`config.mk`:
```
export PLATFORM = sky130hd
export DESIGN_NAME = led_sequencer
export DESIGN_NICKNAME = d
export VERILOG_FILES = /design/src/rtl/led_pkg.sv /design/src/rtl/led_tick_gen.sv /design/src/rtl/led_sequencer.sv
export SDC_FILE = /design/constraint.sdc
export NUM_CORES = 1
export LEC_CHECK = 0
export CAP_MARGIN = 20
export CORE_MARGIN = 4
export CORE_UTILIZATION = 50
export CTS_CLUSTER_SIZE = 28
export DETAILED_ROUTE_END_ITERATION = 8
export GPL_ROUTABILITY_DRIVEN = 0
export PLACE_DENSITY = 0.7
export SYNTH_ARGS = -nofsm -noshare
export SYNTH_HDL_FRONTEND = slang
export SYNTH_SLANG_ARGS = --single-unit
```
`constraint.sdc`:
```
create_clock -name clk -period 3.85 [get_ports clk]
set_input_delay 0.77 -clock clk [delete_from_list [all_inputs] [get_ports clk]]
set_output_delay 0.77 -clock clk [all_outputs]
set_load 0.01 [all_outputs]
```
`src/rtl/led_pkg.sv`:
```
// Shared types and constants for the LED sequencer.
// LED_SEQ_PAUSE_EN adds the PAUSED state to the state enum.
package led_pkg;

   localparam int unsigned LED_NUM_W        = 4;
   localparam int unsigned LED_NUM_LEDS_DEF = 10;

   typedef enum logic [1:0] {
      MODE_HOLD   = 2'b00,
      MODE_CHASE  = 2'b01,
      MODE_BOUNCE = 2'b10,
      MODE_RSVD   = 2'b11
   } mode_e;

`ifdef LED_SEQ_PAUSE_EN
   typedef enum logic [1:0] {
      ST_HOLD   = 2'd0,
      ST_CHASE  = 2'd1,
      ST_BOUNCE = 2'd2,
      ST_PAUSED = 2'd3
   } state_e;
`else
   typedef enum logic [1:0] {
      ST_HOLD   = 2'd0,
      ST_CHASE  = 2'd1,
      ST_BOUNCE = 2'd2
   } state_e;
`endif

   // Saturate a requested position to the last LED index.
   function automatic logic [LED_NUM_W-1:0] clamp_pos(input logic [LED_NUM_W-1:0] v,
                                                      input logic [LED_NUM_W-1:0] last);
      return (v > last) ? last : v;
   endfunction

endpackage

```
`src/rtl/led_tick_gen.sv`:
```
// Animation prescaler: counts 0..TICK_DIV-1 and flags the terminal count.
// clear has priority over hold; tick is suppressed while held.
module led_tick_gen #(
   parameter int unsigned TICK_DIV = 5000000
) (
   input  logic clk,
   input  logic reset,
   input  logic clear,
   input  logic hold,
   output logic tick
);

   localparam int unsigned      CNT_W   = $clog2(TICK_DIV);
   localparam logic [CNT_W-1:0] CNT_MAX = CNT_W'(TICK_DIV - 1);

   logic [CNT_W-1:0] r_count;

   always_ff @(posedge clk or posedge reset) begin
      if (reset) begin
         r_count <= '0;
      end else if (clear) begin
         r_count <= '0;
      end else if (!hold) begin
         r_count <= (r_count == CNT_MAX) ? '0 : r_count + CNT_W'(1);
      end
   end

   assign tick = (r_count == CNT_MAX) && !hold;

endmodule

```
`src/rtl/led_sequencer.sv`:
```
// LED position sequencer with HOLD / CHASE / BOUNCE display modes and jump loads.
// Define LED_SEQ_PAUSE_EN to implement the pause input and PAUSED state.
module led_sequencer
   import led_pkg::*;
#(
   parameter int unsigned TICK_DIV = 5000000,
   parameter int unsigned NUM_LEDS = LED_NUM_LEDS_DEF
) (
   input  logic                 clk,
   input  logic                 reset,
   input  logic [1:0]           mode,
   input  logic [LED_NUM_W-1:0] hold_value,
   input  logic                 pause,
   input  logic                 jump_valid,
   input  logic [LED_NUM_W-1:0] jump_value,
   output logic                 jump_ready,
   output logic [LED_NUM_W-1:0] led_number,
   output logic                 busy,
   output logic                 wrap_pulse
);

   localparam logic [LED_NUM_W-1:0] LAST = LED_NUM_W'(NUM_LEDS - 1);
   localparam logic [LED_NUM_W-1:0] ONE  = LED_NUM_W'(1);

   state_e               r_state;
   state_e               w_state_nxt;
   state_e               w_mode_state;
   logic [LED_NUM_W-1:0] r_led;
   logic [LED_NUM_W-1:0] w_led_nxt;
   logic                 r_dir;
   logic                 w_dir_nxt;
   logic                 r_wrap;
   logic                 w_wrap_nxt;
   logic                 r_busy;
   logic                 r_jump_ready;
   logic                 w_run_nxt;
   logic                 w_clear;
   logic                 w_hold;
   logic                 w_tick;

`ifdef LED_SEQ_PAUSE_EN
   logic w_pause;
   assign w_pause = pause;
`else
   logic w_unused_pause;
   assign w_unused_pause = pause;
`endif

   led_tick_gen #(
      .TICK_DIV (TICK_DIV)
   ) u_tick_gen (
      .clk   (clk),
      .reset (reset),
      .clear (w_clear),
      .hold  (w_hold),
      .tick  (w_tick)
   );

   // Run state requested by the mode input; the reserved code behaves as HOLD.
   always_comb begin
      w_mode_state = ST_HOLD;
      case (mode)
         MODE_CHASE:  w_mode_state = ST_CHASE;
         MODE_BOUNCE: w_mode_state = ST_BOUNCE;
         default:     w_mode_state = ST_HOLD;
      endcase
   end

   always_comb begin
      w_state_nxt = r_state;
      w_led_nxt   = r_led;
      w_dir_nxt   = r_dir;
      w_wrap_nxt  = 1'b0;
      w_clear     = 1'b0;
      w_hold      = 1'b0;

      case (r_state)
         ST_HOLD: begin
            w_state_nxt = w_mode_state;
            w_clear     = 1'b1;
            w_dir_nxt   = 1'b1;
            if (w_mode_state == ST_HOLD) begin
               w_led_nxt = clamp_pos(hold_value, LAST);
            end
         end

         ST_CHASE, ST_BOUNCE: begin
`ifdef LED_SEQ_PAUSE_EN
            w_state_nxt = w_pause ? ST_PAUSED : w_mode_state;
`else
            w_state_nxt = w_mode_state;
`endif
            if (r_state == ST_CHASE) begin
               w_dir_nxt = 1'b1;
            end
            // Jump beats a coincident tick; a mode change restarts the prescaler without stepping.
            if (jump_valid && r_jump_ready) begin
               w_led_nxt = clamp_pos(jump_value, LAST);
               w_clear   = 1'b1;
            end else if (w_mode_state != r_state) begin
               w_clear = 1'b1;
            end else if (w_tick) begin
               if (r_state == ST_CHASE) begin
                  if (r_led == LAST) begin
                     w_led_nxt  = '0;
                     w_wrap_nxt = 1'b1;
                  end else begin
                     w_led_nxt = r_led + ONE;
                  end
               end else if (r_dir) begin
                  if (r_led == LAST) begin
                     w_dir_nxt = 1'b0;
                     w_led_nxt = r_led - ONE;
                  end else begin
                     w_led_nxt  = r_led + ONE;
                     w_wrap_nxt = (r_led == LAST - ONE);
                  end
               end else begin
                  if (r_led == '0) begin
                     w_dir_nxt = 1'b1;
                     w_led_nxt = ONE;
                  end else begin
                     w_led_nxt  = r_led - ONE;
                     w_wrap_nxt = (r_led == ONE);
                  end
               end
            end
         end

`ifdef LED_SEQ_PAUSE_EN
         ST_PAUSED: begin
            w_hold = 1'b1;
            if (!w_pause) begin
               w_state_nxt = w_mode_state;
            end
         end
`endif

         default: begin
            w_state_nxt = ST_HOLD;
         end
      endcase

      w_run_nxt = (w_state_nxt == ST_CHASE) || (w_state_nxt == ST_BOUNCE);
   end

   always_ff @(posedge clk or posedge reset) begin
      if (reset) begin
         r_state      <= ST_HOLD;
         r_led        <= '0;
         r_dir        <= 1'b1;
         r_wrap       <= 1'b0;
         r_busy       <= 1'b0;
         r_jump_ready <= 1'b0;
      end else begin
         r_state      <= w_state_nxt;
         r_led        <= w_led_nxt;
         r_dir        <= w_dir_nxt;
         r_wrap       <= w_wrap_nxt;
         r_busy       <= w_run_nxt;
         r_jump_ready <= w_run_nxt;
      end
   end

   assign led_number = r_led;
   assign busy       = r_busy;
   assign jump_ready = r_jump_ready;
   assign wrap_pulse = r_wrap;

endmodule

```
==> metrics.md <==
| Metric | Value |
|---|---|
| Synth warnings | 0 |
| Internal Power | slightly below 0.7 mW |
| Relative max-transition margin | 59.3% |
| TritonCTS clock tree | built |
| Psw | between 0.3 and 0.4 mW |
| Leakage power | 1.05 nW |
| Post-CTS Resized | 0 |
| Vias/cell | 5.50 |
| Nets | 275 |
| Clock Power Share | 23.3% |
| Core region area | 4030 µm² |
| DR vias | 1650 |
| Setup TNS | 0 ps |
| Cts hold-fix bufs | 0 |
| Initial antenna violation count | 0 |
| Worst setup SP type | input port |
| Post-synth EDFFs | 0 |
| Post-route clock period utilization | 64.0% |
| Number of global-route vias before repair | 1458 |
| Clk slew on worst S/H paths | 70 ps |
| Post-DRT Antenna Nets | 0 |
| Clock tree root driver cell | clkbuf_8 |
| Clock latency on the worst-skew pair | 280 ps |
| WL/cell | 13.5 µm |
| FMAX | roughly 410 MHz |
| Netlist cell types | 50 |
| Post-Place Setup Slack | 1080 ps |
| Pre-Repair DR Iteration Count | 4 |
| Largest net degree at the start of global routing | 33 |
| Critical path class | input port to flop |
| Die width | 73.0 µm |
| DR iter-0 viols | 139 |
| VDD IR max | 0.000291 V |
| DRC | 0 |
| Global route overflow | 0 |
| H-tree depth | 2 |
| CP Capture Type | flop |
| Comb pwr share | 37.3% |
| Detail Placement HPWL | between 3 and 4 mm |
| Seq pwr share | 39.4% |
| Top Layer Used | met4 |
| Starting density of the core | 52.4% |
| First-pass GRT wire length | 6.96 mm |
| Synth Cell Area | 2110 µm² |
| Avg Cell Area, Syn | 9.22 µm² |
| Synth area leader | dfrtp_1 |
| Setup ws final | 1390 ps |
| Met1 wire length | 2.03 mm |
| Rows | 23 |
| IO buf count | 19 |
| Max-Cap Viols | 0 |
| Crit path time final | between 2000 and 2500 ps |
| Die area | approximately 5300 µm² |
| Fillers | about 390 |
| Share of the synthesized area in the top cell type | 36.8% |
| Required @ worst endpoint | 4020 ps |
| Clk sinks | 32 |
| Finish-stage setup viols | 0 |
| Ys flop type | dfrtp_1 |
| Fin area | 2410 µm² |
| Max Slew Vio Count | 0 |
| Setup Skew | 3.00 ps |
| Worst hold slack | between 400 and 500 ps |
| Postcts setup bufs | 0 |
| Area taken by flip-flops and latches | 802 µm² |
| Sw Ratio | a little over a third |
| Routed WL | 4.04 mm |
| IO Pins | 21 |
| Die H | 73.0 µm |
| DR WL met3 | roughly 150 µm |
| Crit path DAT | 2630 ps |
| RSZ-0062 raised after global routing | false |
| Syn_nets | 255 |
| Seq cells post-synth | 32 |
| Reg-to-reg slack, setup | 1780 ps |
| Power density over cell area | approximately 440 nW/µm² |
| Crit Path Max Fanout | 4 |
| Register area share after synthesis | ~38% |
| Footprint of the multi-input gates | 1210 µm² |
| Asr flop ratio synth | 100% |
| Ranking of synthesized cells by area | dfrtp_1, xor2_1, ha_1, nor2_1, xnor2_1 |
| Met2 wire len | around 1.8 mm |
| Layout area overhead | 14.4% |
| Total GRT Usage | 16.9% |
| HP Class | flop to flop |
| Num CTS Buffers | 5 |
| Placed Area | 2330 µm² |
| Status | complete, no violations |
| Endpoints failing hold | 0 |
| Total power | 1.07 mW |
| Worst slew pin tran | 606 ps |
| Clock Tree Buf Depth | 2 |
| Synth Instances | 229 |
| ANT cells | 0 |
| Proportion of layout cells with a drive suffix above 1 | 8.00% |
## metrics by stage
| stage | std cells | utilization, % |
|---|---|---|
| finish | 300 | 59.9 |
| global route | 300 | 59.9 |
| CTS | 300 | 59.9 |
| detailed placement | 292 | 57.8 |
| global placement | 292 | 57.8 |
| floorplan | 229 | - |
## metal layers
metal | vias to the layer above | GRT usage (%)
li1 | 838 | -
met4 | 0 | 4.51
met2 | 23 | 24.4
met3 | 7 | 4.55
met1 | 782 | 24.9
met5 | - | 0
## worst max-delay path, stage by stage
cell and delay (ps):
clkdlybuf4s50_1 480, inv_1 50, ha_1 230, xor2_1 220
nor2_1 130, o221a_2 270, o21ai_2 140, mux2_4 330
## cells in the final DEF (no fill, tap or decap), types with 2 or more instances in the layout
master	synthesis	layout
nor2_1	34	34
dfrtp_1	31	31
xor2_1	19	19
clkdlybuf4s50_1	0	19
nand2_1	13	13
inv_1	12	12
ha_1	12	12
nand3_1	11	11
nand4_1	10	10
xnor2_1	8	8
nand2b_1	6	6
o21ai_0	5	5
clkbuf_8	0	5
and3_1	4	4
nor2b_1	4	4
a21oi_1	4	4
mux2i_1	4	4
nor3_1	3	3
and2_1	2	2
o31a_1	2	2
nor4_1	2	2
nor4b_1	2	2
and4_1	2	2
a31oi_1	2	2
nand3b_1	2	2
a211oi_1	2	2
a211o_1	2	2
a32o_1	2	2
o311ai_0	2	2
clkinv_2	0	2
buf_4	1	2
## area by class of cell
cell class | count | share of cell area (%)
clock buffer | 5 | 2.85
tap | 50 | 2.59
timing repair buffer | 21 | 8.50
clock inverter | 3 | 0.777
sequential | 32 | 33.2
multi-input combinational | 176 | 50.1
inverter | 13 | 2.02
## logic make-up (layout without fill, tap and decap cells)
kind of cell	count (synthesis)	after routing	share of synthesized area (%)
xor+xnor	27	27	11.2
flops	32	32	38.0
compound gates	31	31	11.0
mux	5	5	2.61
fa+ha+maj	12	12	7.11
buf+inv	21	42	4.74
simple gates	101	101	25.3
## synthesized netlist by cell type (3+ instances only)
library cell  instances
xor2_1               19
clkbuf_1              3
nor3_1                3
dfrtp_1              31
mux2i_1               4
nand3_1              11
nand4_1              10
xnor2_1               8
a21oi_1               4
o21ai_0               5
ha_1                 12
and3_1                4
nor2b_1               4
nand2_1              13
nand2b_1              6
nor2_1               34
inv_1                12
## registers in the layout, summed over array words and instances, names as in the netlist
register	count
u_tick_gen.r_count	23
led_number	4
r_state	2
jump_ready	1
r_dir	1
wrap_pulse	1
## power groups by stage
stage / logic [mW] / registers (mW) / clock network [mW]
3_5_place_dp: 0.397 / 0.428 / 0
5_1_grt: 0.446 / 0.431 / 0.275
6_report: 0.400 / 0.422 / 0.250
4_1_cts: 0.401 / 0.422 / 0.261
2_1_floorplan: 0.302 / 0.405 / 0
3_3_place_gp: 0.395 / 0.426 / 0
## worst paths after layout
check | startpoint | endpoint | cells after the start
worst max-delay path | mode[0] | led_number[2] | 8
worst min register to register | u_tick_gen.r_count[0] | u_tick_gen.r_count[0] | 1
min in group asynchronous | reset | u_tick_gen.r_count[15] | 3
max in group asynchronous | reset | r_dir | 3
worst max register to register | r_state[0] | led_number[2] | 6
worst min-delay path | u_tick_gen.r_count[0] | u_tick_gen.r_count[0] | 1
Note: power is estimated with default switching activity, not from simulation.
